$ cat src/rtl/matmul_sequencer.sv
// matmul_sequencer: control FSM that sequences one C = A x B matrix multiply.
// It walks the i/j/k loop nest over row-major matrices in a shared single-port
// memory and drives one MAC datapath. Operand and result addresses come from
// running address registers that only increment or reload, so no multiplier
// is needed. Memory reads and writes use a req/ack handshake.
module matmul_sequencer #(
    parameter int word_size = 16,
    parameter int dim_width = 8
) (
    input  logic                 clk,
    input  logic                 rst,
    input  logic                 start,
    input  logic [dim_width-1:0] dim_m,
    input  logic [dim_width-1:0] dim_n,
    input  logic [dim_width-1:0] dim_p,
    input  logic [word_size-1:0] base_a,
    input  logic [word_size-1:0] base_b,
    input  logic [word_size-1:0] base_c,
    output logic                 rd_req,
    input  logic                 rd_ack,
    output logic                 wr_req,
    input  logic                 wr_ack,
    output logic [word_size-1:0] addr_a,
    output logic [word_size-1:0] addr_b,
    output logic [word_size-1:0] addr_c,
    output logic                 mac_en,
    output logic                 mac_clr,
    output logic                 busy,
    output logic                 done
);

    typedef enum logic [2:0] {
        IDLE  = 3'd0,
        FETCH = 3'd1,
        MAC   = 3'd2,
        STORE = 3'd3,
        DONE  = 3'd4
    } state_t;

    state_t state;
    state_t state_next;

    // Loop counters and the dimensions latched when the operation starts.
    logic [dim_width-1:0] i_cnt;
    logic [dim_width-1:0] j_cnt;
    logic [dim_width-1:0] k_cnt;
    logic [dim_width-1:0] m_lat;
    logic [dim_width-1:0] n_lat;
    logic [dim_width-1:0] p_lat;

    // base_b is needed again at every column and row change; A and C only
    // ever step forward or rewind relative to their own running register.
    logic [word_size-1:0] base_b_lat;

    logic zero_dim;
    logic k_last;
    logic j_last;
    logic i_last;

    // Loop-end decodes. The latched dimensions are never 0 while the loop
    // states are active, so the minus-one terms cannot underflow there.
    always_comb begin
        zero_dim = (dim_m == '0) || (dim_n == '0) || (dim_p == '0);
        k_last   = (k_cnt == n_lat - dim_width'(1));
        j_last   = (j_cnt == p_lat - dim_width'(1));
        i_last   = (i_cnt == m_lat - dim_width'(1));
    end

    // State register; an asynchronous reset aborts any operation in flight.
    always_ff @(posedge clk or negedge rst) begin
        if (!rst) begin
            state <= IDLE;
        end else begin
            state <= state_next;
        end
    end

    // Next-state logic and the Moore-style control outputs.
    always_comb begin
        state_next = state;
        rd_req     = 1'b0;
        wr_req     = 1'b0;
        mac_en     = 1'b0;
        mac_clr    = 1'b0;
        busy       = 1'b0;
        done       = 1'b0;
        case (state)
            IDLE: begin
                if (start) begin
                    state_next = zero_dim ? DONE : FETCH;
                end
            end
            FETCH: begin
                rd_req = 1'b1;
                busy   = 1'b1;
                if (rd_ack) begin
                    state_next = MAC;
                end
            end
            MAC: begin
                mac_en     = 1'b1;
                mac_clr    = (k_cnt == '0);
                busy       = 1'b1;
                state_next = k_last ? STORE : FETCH;
            end
            STORE: begin
                wr_req = 1'b1;
                busy   = 1'b1;
                if (wr_ack) begin
                    state_next = (j_last && i_last) ? DONE : FETCH;
                end
            end
            DONE: begin
                done       = 1'b1;
                state_next = IDLE;
            end
            default: begin
                state_next = IDLE;
            end
        endcase
    end

    // Loop counters, latched operands and the running address registers.
    // A steps by 1 along a row and rewinds by N-1 to restart the row; B steps
    // by P down a column and reloads from base_b plus the column index.
    always_ff @(posedge clk or negedge rst) begin
        if (!rst) begin
            i_cnt      <= '0;
            j_cnt      <= '0;
            k_cnt      <= '0;
            m_lat      <= '0;
            n_lat      <= '0;
            p_lat      <= '0;
            base_b_lat <= '0;
            addr_a     <= '0;
            addr_b     <= '0;
            addr_c     <= '0;
        end else begin
            case (state)
                IDLE: begin
                    if (start) begin
                        m_lat      <= dim_m;
                        n_lat      <= dim_n;
                        p_lat      <= dim_p;
                        base_b_lat <= base_b;
                        i_cnt      <= '0;
                        j_cnt      <= '0;
                        k_cnt      <= '0;
                        addr_a     <= base_a;
                        addr_b     <= base_b;
                        addr_c     <= base_c;
                    end
                end
                MAC: begin
                    if (!k_last) begin
                        k_cnt  <= k_cnt + dim_width'(1);
                        addr_a <= addr_a + word_size'(1);
                        addr_b <= addr_b + word_size'(p_lat);
                    end
                end
                STORE: begin
                    if (wr_ack) begin
                        addr_c <= addr_c + word_size'(1);
                        k_cnt  <= '0;
                        if (!j_last) begin
                            j_cnt  <= j_cnt + dim_width'(1);
                            addr_a <= addr_a - (word_size'(n_lat) - word_size'(1));
                            addr_b <= base_b_lat + word_size'(j_cnt) + word_size'(1);
                        end else if (!i_last) begin
                            i_cnt  <= i_cnt + dim_width'(1);
                            j_cnt  <= '0;
                            addr_a <= addr_a + word_size'(1);
                            addr_b <= base_b_lat;
                        end
                    end
                end
                default: begin
                end
            endcase
        end
    end

endmodule

$ cat config.mk
export PLATFORM = sky130hd
export DESIGN_NAME = matmul_sequencer
export DESIGN_NICKNAME = d
export VERILOG_FILES = /design/src/rtl/matmul_sequencer.sv
export SDC_FILE = /design/constraint.sdc
export NUM_CORES = 1
export LEC_CHECK = 0
export CORE_MARGIN = 3
export CORE_UTILIZATION = 45
export DETAILED_ROUTE_END_ITERATION = 6
export PLACE_DENSITY_LB_ADDON = 0.12
export SYNTH_ARGS = -nofsm -noshare
export SYNTH_HDL_FRONTEND = slang
export SYNTH_SLANG_ARGS = --single-unit
$ cat constraint.sdc
create_clock -name clk -period 10.5 [get_ports clk]
set_clock_uncertainty 0.15 [all_clocks]
set_input_delay 2.625 -clock clk [delete_from_list [all_inputs] [get_ports clk]]
set_output_delay 2.625 -clock clk [all_outputs]
set_load 0.02 [all_outputs]
==> results of run 1 <==
-- worst paths after layout --
check,from,end,slack (ps),depth (start not counted)
min,base_b_lat[2]$_DFFE_PN0P_,base_b_lat[2]$_DFFE_PN0P_,350,2
min in group asynchronous,rst,addr_a[11]$_DFFE_PN0P_,2120,1
max,state[0]$_DFFE_PN0P_,mac_clr,4500,5
max in group asynchronous,rst,j_cnt[1]$_DFFE_PN0P_,6790,2
max reg2reg,p_lat[1]$_DFFE_PN0P_,addr_a[12]$_DFFE_PN0P_,6490,10
min reg2reg,base_b_lat[2]$_DFFE_PN0P_,base_b_lat[2]$_DFFE_PN0P_,350,2
-- layer usage --
| layer | part of all wire, % | vias up |
|---|---|---|
| met5 | 0 | - |
| li1 | - | 3853 |
| met1 | 47 | 3610 |
| met2 | 47 | 202 |
| met3 | 4.6 | 25 |
| met4 | 1.4 | 0 |
-- state kept, by name, indices dropped and copies added (netlist names), 16 cells and up --
register and flops:
addr_c 16, addr_a 16, addr_b 16, base_b_lat 16
-- critical path, delay by kind of cell (launching register included) --
family | cells | cell delay, ps
and+or+nand+nor | 3 | 1040
buffers and inverters | 2 | 1000
DFF | 1 | 770
-- power breakdown --
group          switching (mW)  internal (mW)  total, mW
combinational            1.10          0.880       1.98
sequential              0.267          0.623      0.890
clock                   0.195          0.336      0.531
-- through the flow --
| step | cells | area (um^2) | hold slack (ps) | worst slack (ps) |
|---|---|---|---|---|
| 3_3_place_gp | 1342 | 9744 | 337.2 | 4842 |
| 5_1_grt | 1370 | 10280 | 383.0 | 4301 |
| 3_5_place_dp | 1342 | 9744 | 340.8 | 4762 |
| 4_1_cts | 1370 | 10280 | 354.9 | 4483 |
| 6_report | 1370 | 10280 | 347.0 | 4502 |
| 2_1_floorplan | 1020 | 8262 | 316.5 | 5915 |
-- cell usage after synthesis, drive strengths merged, types with 13 or more instances --
library cell,count,area (um^2)
and3,19,118.9
a21oi,81,409.1
xor2,34,297.8
buf,13,68.82
nor3,28,140.1
inv,30,112.6
nand4,18,112.6
nand3,37,185.2
dfrtp,115,2878
o21ai,83,415.4
nor2,86,322.8
ha,40,500.5
nand2,177,664.4
nor2b,15,93.84
xnor2,45,394.1
clkbuf,30,113.9
-- layout make-up --
type	count	area [um^2]	share of cell area, %
multi-input combinational	830	5091	49.54
sequential	115	2878	28.00
timing repair buffer	140	1374	13.37
clock buffer	22	474.2	4.615
tap	225	281.5	2.740
inverter	32	120.1	1.169
clock inverter	6	57.56	0.5601
-- logic make-up after synthesis --
kind of cell | Yosys count
xor gates and xnor gates | 84
muxes | 8
adders and majority gates | 43
DFF | 115
buffers and inverters | 75
and+or+nand+nor | 441
AOI/OAI and AO/OA | 254
==> flow_summary.yaml, run 1 <==
run_status:
  status: "finished clean"
logic_synthesis:
  ys_ff_latch: 115
  muxShareOfSynthArea_pct: 0.9995
  netlist_area_um2: 8262
  yosysSeqAreaShare_pct: 34.83
  syn-num-nets: 1140
  synth-edff-count: 0
  synthSimpleGateAreaFrac_pct: 25.34
  synth_xor_area_share_pct: 9.753
  yosys_warnings: 0
  synth-compound-area-share_pct: 18.63
  synth_fa_ha_area_share_pct: 6.785
  synth_ff_type: "dfrtp_1"
  syn_avg_cell_area_um2: 8.100
  netlist_instances: 1020
  post_synth_num_cell_types: 67
  synth_top_family_by_area: "simple AND/OR/NAND/NOR gates"
  synthArstFlopShare_pct: 100.0
sta:
  tightest_slew_ps: 1044
  fin_tns_setup_ps: 0
  relSlewSlack_pct: 30.37
  fin_crit_sh_pct: 57.13
  final.min_clock_period_ps: 5998
  rsz0062_at_grt: "false"
  finalMaxSlewViolations: 0
  setup_viol: 0
  hold_viol: 0
  max_freq_ghz: 0.1667
clock_network:
  cts_max_path_buffers: 2
  clk_latency_ps: 410
  cts_sinks: 115
  h-tree-depth: 4
  cts_buffers: 17
  cts.clk_slew.worst_paths_ps: 50
  post_cts_buffers: 0
  postCtsHoldBufs: 0
  ctsResizeCount: 0
  cts-root-buf: "clkbuf_16"
  cts_tree: "done"
grt:
  grt-busiest-layer: "met2"
  grtUsageMet2_pct: 38.15
  met3_usage_pct: 3.640
  grt_util_met1_pct: 32.01
  grt_pass1_vias: 7302
  grt_max_degree: 62
  grt_pass1_wl_um: 37510
  grt_usage_pct: 23.23
  grt_antenna_before_repair: 0
  overflow: 0
critical_path:
  worst-path-max-fanout: 31
  arrival_ps: 3220
  crit_type: "register to primary output"
  slowest_stage: "dfrtp_1"
  cp_slowest_stage_delay_ps: 770
  path_cells: "or3b_1 -> clkinv_1 -> nand2_1 -> nor4_1 -> clkdlybuf4s50_1"
  critPathLaunchType: "register"
  crit_required_ps: 7730
  end_kind: "primary output"
floorplan:
  die_area_um2: 20020
  fp-row-count: 48
  ios: 131
  start_util_pct: 46.79
  core_um2: 17660
  fp.dieH_um: 141.5
  die_w_um: 141.5
power_and_ir_drop:
  vdd_drop_max_mv: 0.1697
  power_mw: 3.407
  p_leak_nw: 4.457
  power_density_nw_per_um2: 331.5
drt:
  drc: 0
  drt_iter0_markers: 463
  vias: 7690
  drt-wirelength-per-cell_um: 16.82
  vias_per_cell: 5.613
  firstDrtPassIters: 5
  drtAntennaViolNets: 0
  wl_um: 23040
placed_design:
  dpl.hpwl_um: 16470
  portBuffers: 130
  gp_congestion: 0.8875
run:
  maxCapViolCount: 0
cells_and_area:
  fillerInstances: 1638
  final_nets: 1256
  diodes: 0
  utilization_pct: 58.20
  area_delta_synth_final_pct: 24.38
  final_common_cell: "nand2_1"
  drive_gt1_share_pct: 4.454
  mostFrequentLayoutCells: "nand2_1 (177), clkdlybuf4s50_1 (129), dfrtp_1 (115), nor2_1 (86), o21ai_0 (81)"
worst_hold_path:
  hold_path_class: "register to register"
Note: power is estimated with default switching activity, not from simulation.
==> run 2: changes to the inputs <==
- clock period: 10.5 -> 5.8 ns (I/O delays scaled with it)
==> run 2 against run 1 <==
  * Via count rose by 1.6%
  * Flip-flop and latch count did not move
  * Global-route usage rose by 0.39 points
  * Routed wire length rose by 0.85%
  * Sequential share of layout area fell by 0.21 points
==> flow_summary.yaml, run 2 (synthesized netlist as in run 1, its figures left out) <==
sta:
  setup_viol: 0
  max_freq_ghz: 0.2161
  tightest_slew_ps: 856.8
  hold_viol: 0
  rsz0062_at_grt: "false"
  fin_tns_setup_ps: 0
  relSlewSlack_pct: 42.88
  final.min_clock_period_ps: 4628
  fin_crit_sh_pct: 79.79
  final.setup.worst_slack_ps: 1172
  finalMaxSlewViolations: 0
critical_path:
  crit_type: "register to primary output"
  crit_required_ps: 4200
  rr_worst_depth: 13
  r2r-end: "addr_a[15]$_DFFE_PN0P_"
  r2r_slack_ps: 1860
  arrival_ps: 3030
  r2r-start: "n_lat[2]$_DFFE_PN0P_"
  worst-path-max-fanout: 13
  end_kind: "primary output"
  critPathLaunchType: "register"
drt:
  drt-wirelength-per-cell_um: 16.88
  drc: 0
  drt_iter0_markers: 384
  vias: 7810
  wl_um: 23240
  drtAntennaViolNets: 0
  vias_per_cell: 5.672
  firstDrtPassIters: 5
floorplan:
  ios: 131
  fp.dieH_um: 141.5
  die_w_um: 141.5
  core_um2: 17660
  fp-row-count: 48
  start_util_pct: 46.79
  die_area_um2: 20020
placed_design:
  dpl.hpwl_um: 16650
  gp_congestion: 0.9567
  post_dp_cell_area_um2: 9767
  place_ws_ps: 1648
  portBuffers: 130
worst_hold_path:
  hold_path_class: "register to register"
  hold_depth: 2
  min_to: "base_b_lat[6]$_DFFE_PN0P_"
  min_from: "base_b_lat[6]$_DFFE_PN0P_"
cells_and_area:
  utilization_pct: 58.64
  diodes: 0
  area_delta_synth_final_pct: 25.32
  fillerInstances: 1678
  final_common_cell: "nand2_1"
  stdcell_area_um2: 10350
  multi_input_area_um2: 5091
  mostFrequentLayoutCells: "nand2_1 (177), clkdlybuf4s50_1 (129), dfrtp_1 (115), nor2_1 (86), o21ai_0 (81)"
  drive_gt1_share_pct: 4.861
  final_nets: 1259
  register_area_um2: 2878
grt:
  grt_util_met1_pct: 32.03
  grt-busiest-layer: "met2"
  grt_max_degree: 64
  grt_usage_pct: 23.62
  grt_antenna_before_repair: 0
  grt_pass1_vias: 7576
  overflow: 0
  grtUsageMet2_pct: 38.68
  grt_pass1_wl_um: 38130
  met3_usage_pct: 4.280
power_and_ir_drop:
  p_leak_nw: 4.488
  power_density_nw_per_um2: 606.9
  vdd_drop_max_mv: 0.3504
clock_network:
  post_cts_buffers: 0
  cts_max_path_buffers: 2
  cts.clk_slew.worst_paths_ps: 50
  postCtsHoldBufs: 0
  cts_buffers: 17
  cts_tree: "done"
  cts-root-buf: "clkbuf_16"
  ctsResizeCount: 0
  clk_latency_ps: 420
  cts_sinks: 115
  h-tree-depth: 4
run:
  maxCapViolCount: 0
run_status:
  status: "finished clean"
[run 2: cell types whose count changed in the layout (fill, tap and decap cells not counted)]
cell,before,now
clkbuf_1,2,4
clkbuf_8,3,1
clkinvlp_4,1,3
buf_4,11,14
bufinv_16,1,3
[run 2: routing by layer]
metal  vias to the layer above  wire, um
met5                         -         0
met4                         0       418
met3                        31      1241
met2                       208     10900
met1                      3702     10680
li1                       3869         -
[run 2: layout make-up]
class | instances | share of cell area (%)
tap | 225 | 2.719
timing repair buffer | 143 | 13.49
multi-input combinational | 830 | 49.17
inverter | 32 | 1.160
sequential | 115 | 27.79
clock buffer | 22 | 4.387
clock inverter | 10 | 1.281
[run 2: worst max-delay path by stage]
stage | from | end | slack [ps] | depth (start not counted)
2_1_floorplan | n_lat[2]$_DFFE_PN0P_ | addr_a[15]$_DFFE_PN0P_ | 2310 | 14
3_3_place_gp | state[2]$_DFFE_PN0P_ | mac_clr | 1670 | 5
3_5_place_dp | state[2]$_DFFE_PN0P_ | mac_clr | 1650 | 5
4_1_cts | state[2]$_DFFE_PN0P_ | mac_clr | 1190 | 5
5_1_grt | state[2]$_DFFE_PN0P_ | mac_clr | 1030 | 5
6_report | state[2]$_DFFE_PN0P_ | mac_clr | 1170 | 5
[run 2: critical path, stage by stage, from the launching register on]
cell             delay, ps
dfrtp_1                510
or3b_1                 620
clkinv_1               310
nand2_1                 90
nor4_1                 380
clkdlybuf4s50_1        700
[run 2: metrics by stage]
step	hold WS, ps	instances	power [mW]
final	359.6	1377	6.284
after global routing	388.7	1377	6.842
after CTS	356.2	1377	6.291
after detailed placement	343.5	1345	5.191
after global placement	338.9	1345	5.146
after floorplan	316.5	1020	4.108
[run 2: report_power, final]
group          internal [mW]  switching, mW
Sequential              1.13          0.455
Clock                  0.683          0.378
Combinational           1.60           2.04
Total                   3.41           2.87
